===== config.mk =====
export PLATFORM = sky130hd
export DESIGN_NAME = cpu_ctrl_seq
export DESIGN_NICKNAME = d
export VERILOG_FILES = /design/src/rtl/cpu_ctrl_seq.sv
export SDC_FILE = /design/constraint.sdc
export NUM_CORES = 1
export LEC_CHECK = 0
export CORE_UTILIZATION = 45
export DETAILED_ROUTE_END_ITERATION = 8
export GPL_TIMING_DRIVEN = 0
export PLACE_DENSITY = 0.83
export SYNTH_ARGS = -nofsm -noshare
export SYNTH_HDL_FRONTEND = slang
export SYNTH_SLANG_ARGS = --single-unit
export TNS_END_PERCENT = 20

===== constraint.sdc =====
create_clock -name clock -period 4.69 [get_ports clock]
set_input_delay 0.469 -clock clock [delete_from_list [all_inputs] [get_ports clock]]
set_output_delay 0.469 -clock clock [all_outputs]
set_load 0.05 [all_outputs]

===== src/rtl/cpu_ctrl_seq.sv =====
// Decode/control sequencer for the 2-stage CPU: turns each accepted fetch word into
// datapath load strobes and a mux select, and inserts a programmable stall after jumps.
module cpu_ctrl_seq #(
    parameter  int OPW          = 4,
    parameter  int IMM_W        = 4,
    parameter  int NUM_GPR      = 4,
    parameter  int STALL_CYCLES = 1,
    localparam int INSN_W       = OPW + IMM_W,
    localparam int GPR_SELW     = (NUM_GPR > 1) ? $clog2(NUM_GPR) : 1
) (
    input  logic                clock,
    input  logic                reset,
    input  logic                insn_valid,
    input  logic [INSN_W-1:0]   insn,
    output logic                insn_ready,
    input  logic                hold,
    input  logic                flush,
    output logic                load_A,
    output logic                load_B,
    output logic                load_OUT,
    output logic                load_GPR,
    output logic                gprload,
    output logic [GPR_SELW-1:0] gpr_sel,
    output logic [NUM_GPR-1:0]  gpr_we,
    output logic [1:0]          mux_sel,
    output logic                stalling
);

    typedef enum logic {DECODE, STALL} state_t;

    localparam bit         STALL_EN   = (STALL_CYCLES > 0);
    localparam logic [7:0] STALL_INIT = STALL_EN ? 8'(STALL_CYCLES - 1) : 8'd0;

    state_t              r_state;
    logic [7:0]          r_cnt;
    logic [3:0]          w_op;
    logic [GPR_SELW-1:0] w_idx;
    logic                w_accept;
    logic                w_jump;
    logic                w_unused;

    assign w_op     = insn[INSN_W-1 -: 4];
    assign w_idx    = insn[GPR_SELW-1:0];
    assign w_unused = ^insn;

    assign insn_ready = (r_state == DECODE) & ~hold & ~flush;
    // Reset gates acceptance so every strobe reads 0 while reset is asserted.
    assign w_accept   = insn_valid & insn_ready & reset;
    assign w_jump     = w_accept & (w_op[3:1] == 3'b111);
    assign stalling   = (r_state == STALL);

    always_comb begin
        load_A   = 1'b0;
        load_B   = 1'b0;
        load_OUT = 1'b0;
        load_GPR = 1'b0;
        gprload  = 1'b0;
        gpr_sel  = '0;
        gpr_we   = '0;
        mux_sel  = 2'b00;
        if (w_accept) begin
            casez (w_op)
                4'b00??: begin
                    load_A  = 1'b1;
                    mux_sel = w_op[1:0];
                end
                4'b01??: begin
                    load_B  = 1'b1;
                    mux_sel = {w_op[0], w_op[1]};
                end
                4'b100?: begin
                    load_OUT = 1'b1;
                    mux_sel  = {w_op[0], 1'b0};
                end
                4'b1010: begin
                    load_B  = 1'b1;
                    gprload = 1'b1;
                    gpr_sel = w_idx;
                end
                4'b1011: begin
                    load_GPR = 1'b1;
                    gpr_sel  = w_idx;
                    mux_sel  = 2'b10;
                    for (int i = 0; i < NUM_GPR; i++) begin
                        gpr_we[i] = (w_idx == GPR_SELW'(i));
                    end
                end
                default: ;
            endcase
        end
    end

    // Counter is loaded one below the stall length so the zero cycle is the last stalled one.
    always_ff @(posedge clock or negedge reset) begin
        if (!reset) begin
            r_state <= DECODE;
            r_cnt   <= 8'd0;
        end else begin
            case (r_state)
                DECODE: begin
                    if (w_jump && STALL_EN) begin
                        r_state <= STALL;
                        r_cnt   <= STALL_INIT;
                    end
                end
                STALL: begin
                    if (flush) begin
                        r_state <= DECODE;
                        r_cnt   <= 8'd0;
                    end else if (r_cnt == 8'd0) begin
                        r_state <= DECODE;
                    end else begin
                        r_cnt <= r_cnt - 8'd1;
                    end
                end
                default: r_state <= DECODE;
            endcase
        end
    end

endmodule


==> results.txt <==
----------------------------------------------------
[Run status]
  Run status ... complete, no violations

[Logic synthesis]
  Part of the Yosys area used for sequential elements ... 0.327
  Area of the mapped netlist ... 688 sq um
  Synthesized area divided by synthesized cell count ... 7.91 sq um
  Synth Net Count ... 101
  Synth area leaders ... sky130_fd_sc_hd__dfrtp_1, sky130_fd_sc_hd__nor2_1, sky130_fd_sc_hd__nand2_1, sky130_fd_sc_hd__nand2b_1, sky130_fd_sc_hd__nor3_1
  Fraction of registers with async set or reset after synthesis ... 1.00
  Area fraction of the dominant cell type after synthesis ... 0.327
  Yosys warns ... 0
  Synth unique cells ... 33
  Most instantiated flip-flop cell in the synthesis netlist ... sky130_fd_sc_hd__dfrtp_1
  Syn Inst Count ... 87
  Flip-flop and latch count after synthesis ... 9
  Number of enable flip-flop cells after synthesis ... 0
  Largest area contributor in the synthesized netlist ... sky130_fd_sc_hd__dfrtp_1

[Clock network]
  Number of gates resized after CTS ... 0
  Total of hold buffers inserted after clock tree synthesis ... 0
  TritonCTS clock tree ... built
  Insertion delay of the later-clocked pin in the worst-skew pair ... 270 ps
  Root Buffer Master ... sky130_fd_sc_hd__clkbuf_4
  Clock Sink Count ... 9
  CTS H-tree lvls ... 1
  Clock edge transition at the registers on the reported setup and hold paths ... approximately 70 ps
  Number of post-CTS setup repair buffers ... 0
  Max Root-Sink Buffers ... 2
  Total CTS buffers ... 3

[Drt]
  Detailed-routed wire length on met3 ... 108 um
  WL met2 ... 852 um
  Count of antenna-violating nets left after detailed routing ... 0
  Total detailed-routing wirelength ... 1.75 mm
  Detailed Routing Iterations Pass 1 ... 4
  Routed WL per cell ... 13.5 um
  Routed length on met1 ... 777 um
  Detailed-route DRC error count ... 0
  Top layer in use ... met4
  DRC violation total after the first TritonRoute iteration ... 14
  Total number of vias ... 762
  Per-cell via count in the routed design ... 5.86

[Critical path]
  Slowest stage delay, CP ... between 800 and 900 ps
  Family with the most delay on the worst path ... buffers and inverters
  Highest-delay cell along the critical path ... sky130_fd_sc_hd__clkdlybuf4s50_1
  Type of the worst setup path ... in -> out
  Critical path launch point type ... input port
  Buffer and inverter count on the worst path ... 2
  Worst endpoint required time ... 4220 ps
  Largest driver fanout on the critical path ... 11
  Cell Chain, Critical Path ... clkdlybuf4s50_1, nand3_1, nor3_1, nand2_1, nor3b_1, clkdlybuf4s50_1
  Kind of end point of the critical path ... primary output
  Critical path data arrival time ... 3080 ps
  Most frequent cell on the critical path ... sky130_fd_sc_hd__clkdlybuf4s50_1

[Place]
  Final weighted congestion in routability-driven placement ... 0.897
  HPWL after detailed placement ... around 1.4 mm
  Worst slack, placed ... ~1100 ps
  Count of buffers from port buffering ... 24

[Floorplan]
  Placeable core area ... 1370 sq um
  I/O pin total ... 28
  Row cnt ... 13
  Initial Util ... 0.504
  Full die area ... 1690 sq um
  Die Y-Extent ... between 40 and 50 um
  Die outline width ... 41.1 um

[Timing]
  Part of the cycle the worst path needs ... 0.757
  Final Skew ... 5.22 ps
  RSZ-0062 raised after global routing ... false
  Final hold slack ... 522 ps
  Worst slew pin tran ... 919 ps
  F_max ... 282 MHz
  Worst Slack Setup Final ... roughly 1100 ps
  Worst slew slack as a fraction of its limit ... 0.381
  Max-slew violation total from the final report ... 0
  Final Hold Violating Endpoints ... 0
  Post-layout min period ... 3550 ps
  Count of final setup violators ... 0
  Total negative slack for setup checks ... 0 ps

[Global route]
  Maximum number of pins on one net before global-route repair ... 12
  Combined global-route utilization of all metal layers ... 0.240
  Overall overflow remaining after global route ... 0
  First-pass GRT wire length ... 2.65 mm
  Number of antenna violations at the first check in global routing ... 0
  Number of global-route vias before repair ... 623

[Cells and area]
  Antenna diodes ... 0
  Synthesis-to-finish area growth ... 41.6%
  Fraction of final layout cells with drive strength greater than 1 ... 0.0696
  Count of nets after finishing ... 130
  Count of fill cells added during filler insertion ... approximately 110

[Job]
  Reported max-cap violation count ... 0

[Pwr]
  Leakage dissipation ... 0.392 nW
  P per Cell Area ... 271 nW/um^2
  Worst supply voltage drop on vdd ... 262 uV

[Worst hold path]
  Min-Delay Path Class ... in -> async

----------------------------------------------------
[logic make-up after synthesis]
family                     after synthesis  share of synthesized area
AOI/OAI and AO/OA                       18                      0.195
xor gates and xnor gates                 1                     0.0127
adders and majority gates                1                     0.0182
buffers and inverters                    8                     0.0436
DFF                                      9                      0.327
muxes                                    2                     0.0291
and+or+nand+nor                         48                      0.375
[path summary, 6_finish.rpt]
path,start,endpoint,slack (ps),cells after the start
hold reg to reg,r_cnt[4],r_cnt[4],580,1
setup / recovery,reset,gpr_we[1],1140,6
setup reg to reg,r_cnt[4],r_cnt[5],2650,4
hold / removal,reset,r_cnt[1],520,1
min in group clock,r_cnt[4],r_cnt[4],580,1
max in group asynchronous,reset,r_cnt[7],3840,1
[sequential cells by signal, summed over array words and instances, names as in the netlist]
signal and cells:
stalling 1, r_cnt 8
[Yosys cell counts (all sizes together), types with 2 or more instances]
library cell,count
inv,6
nand2,9
dfrtp,9
nand3,3
mux2i,2
clkbuf,2
or4,2
nor3,6
a31oi,2
o21ai,5
and2,2
nor3b,3
nor4,3
nand2b,5
a21oi,2
nor2,10
[final cells by class]
type	count	area, sq um	area share
plain buffers	2	7.51	0.00770
clock buffers	3	22.5	0.0231
clock inverters	1	5.00	0.00513
inverters	6	22.5	0.0231
multi-input cells	70	433	0.444
flip-flops and latches	9	225	0.231
well taps	15	18.8	0.0193
repair buffers	24	240	0.246
[layer usage]
metal / vias to the layer above / GRT usage
li1: 377 / -
met1: 355 / 0.291
met2: 28 / 0.406
met3: 2 / 0.0707
met4: 0 / 0.0726
met5: - / 0
[per-stage QoR]
| step | power (W) | instances | utilization | instance area [sq um] |
|---|---|---|---|---|
| 4_1_cts | 0.000266 | 130 | 0.713 | 975 |
| 2_1_floorplan | 0.000173 | 87 | - | 688 |
| 3_5_place_dp | 0.000203 | 126 | 0.693 | 947 |
| 6_report | 0.000264 | 130 | 0.713 | 975 |
| 5_1_grt | 0.000283 | 130 | 0.713 | 975 |
| 3_3_place_gp | 0.000199 | 126 | 0.693 | 947 |
[power breakdown]
group | total, W | switching (W) | leakage, nW | internal [W]
logic | 0.000103 | 0.0000538 | 0.262 | 0.0000491
clock network | 0.0000613 | 0.0000298 | 0.0177 | 0.0000316
registers | 0.000100 | 0.0000120 | 0.112 | 0.0000881
total | 0.000264 | 0.0000956 | 0.392 | 0.000169
[placed cells by master (no fill, tap or decap), types with 3 or more instances in the layout]
cell type / count
sky130_fd_sc_hd__nor3_1: 6
sky130_fd_sc_hd__nor4_1: 3
sky130_fd_sc_hd__o21ai_0: 5
sky130_fd_sc_hd__clkdlybuf4s50_1: 24
sky130_fd_sc_hd__nand2_1: 9
sky130_fd_sc_hd__inv_1: 6
sky130_fd_sc_hd__clkbuf_4: 3
sky130_fd_sc_hd__nand2b_1: 5
sky130_fd_sc_hd__nand3_1: 3
sky130_fd_sc_hd__dfrtp_1: 9
sky130_fd_sc_hd__nor3b_1: 3
sky130_fd_sc_hd__nor2_1: 10
Power figures use the tool's default switching activity.
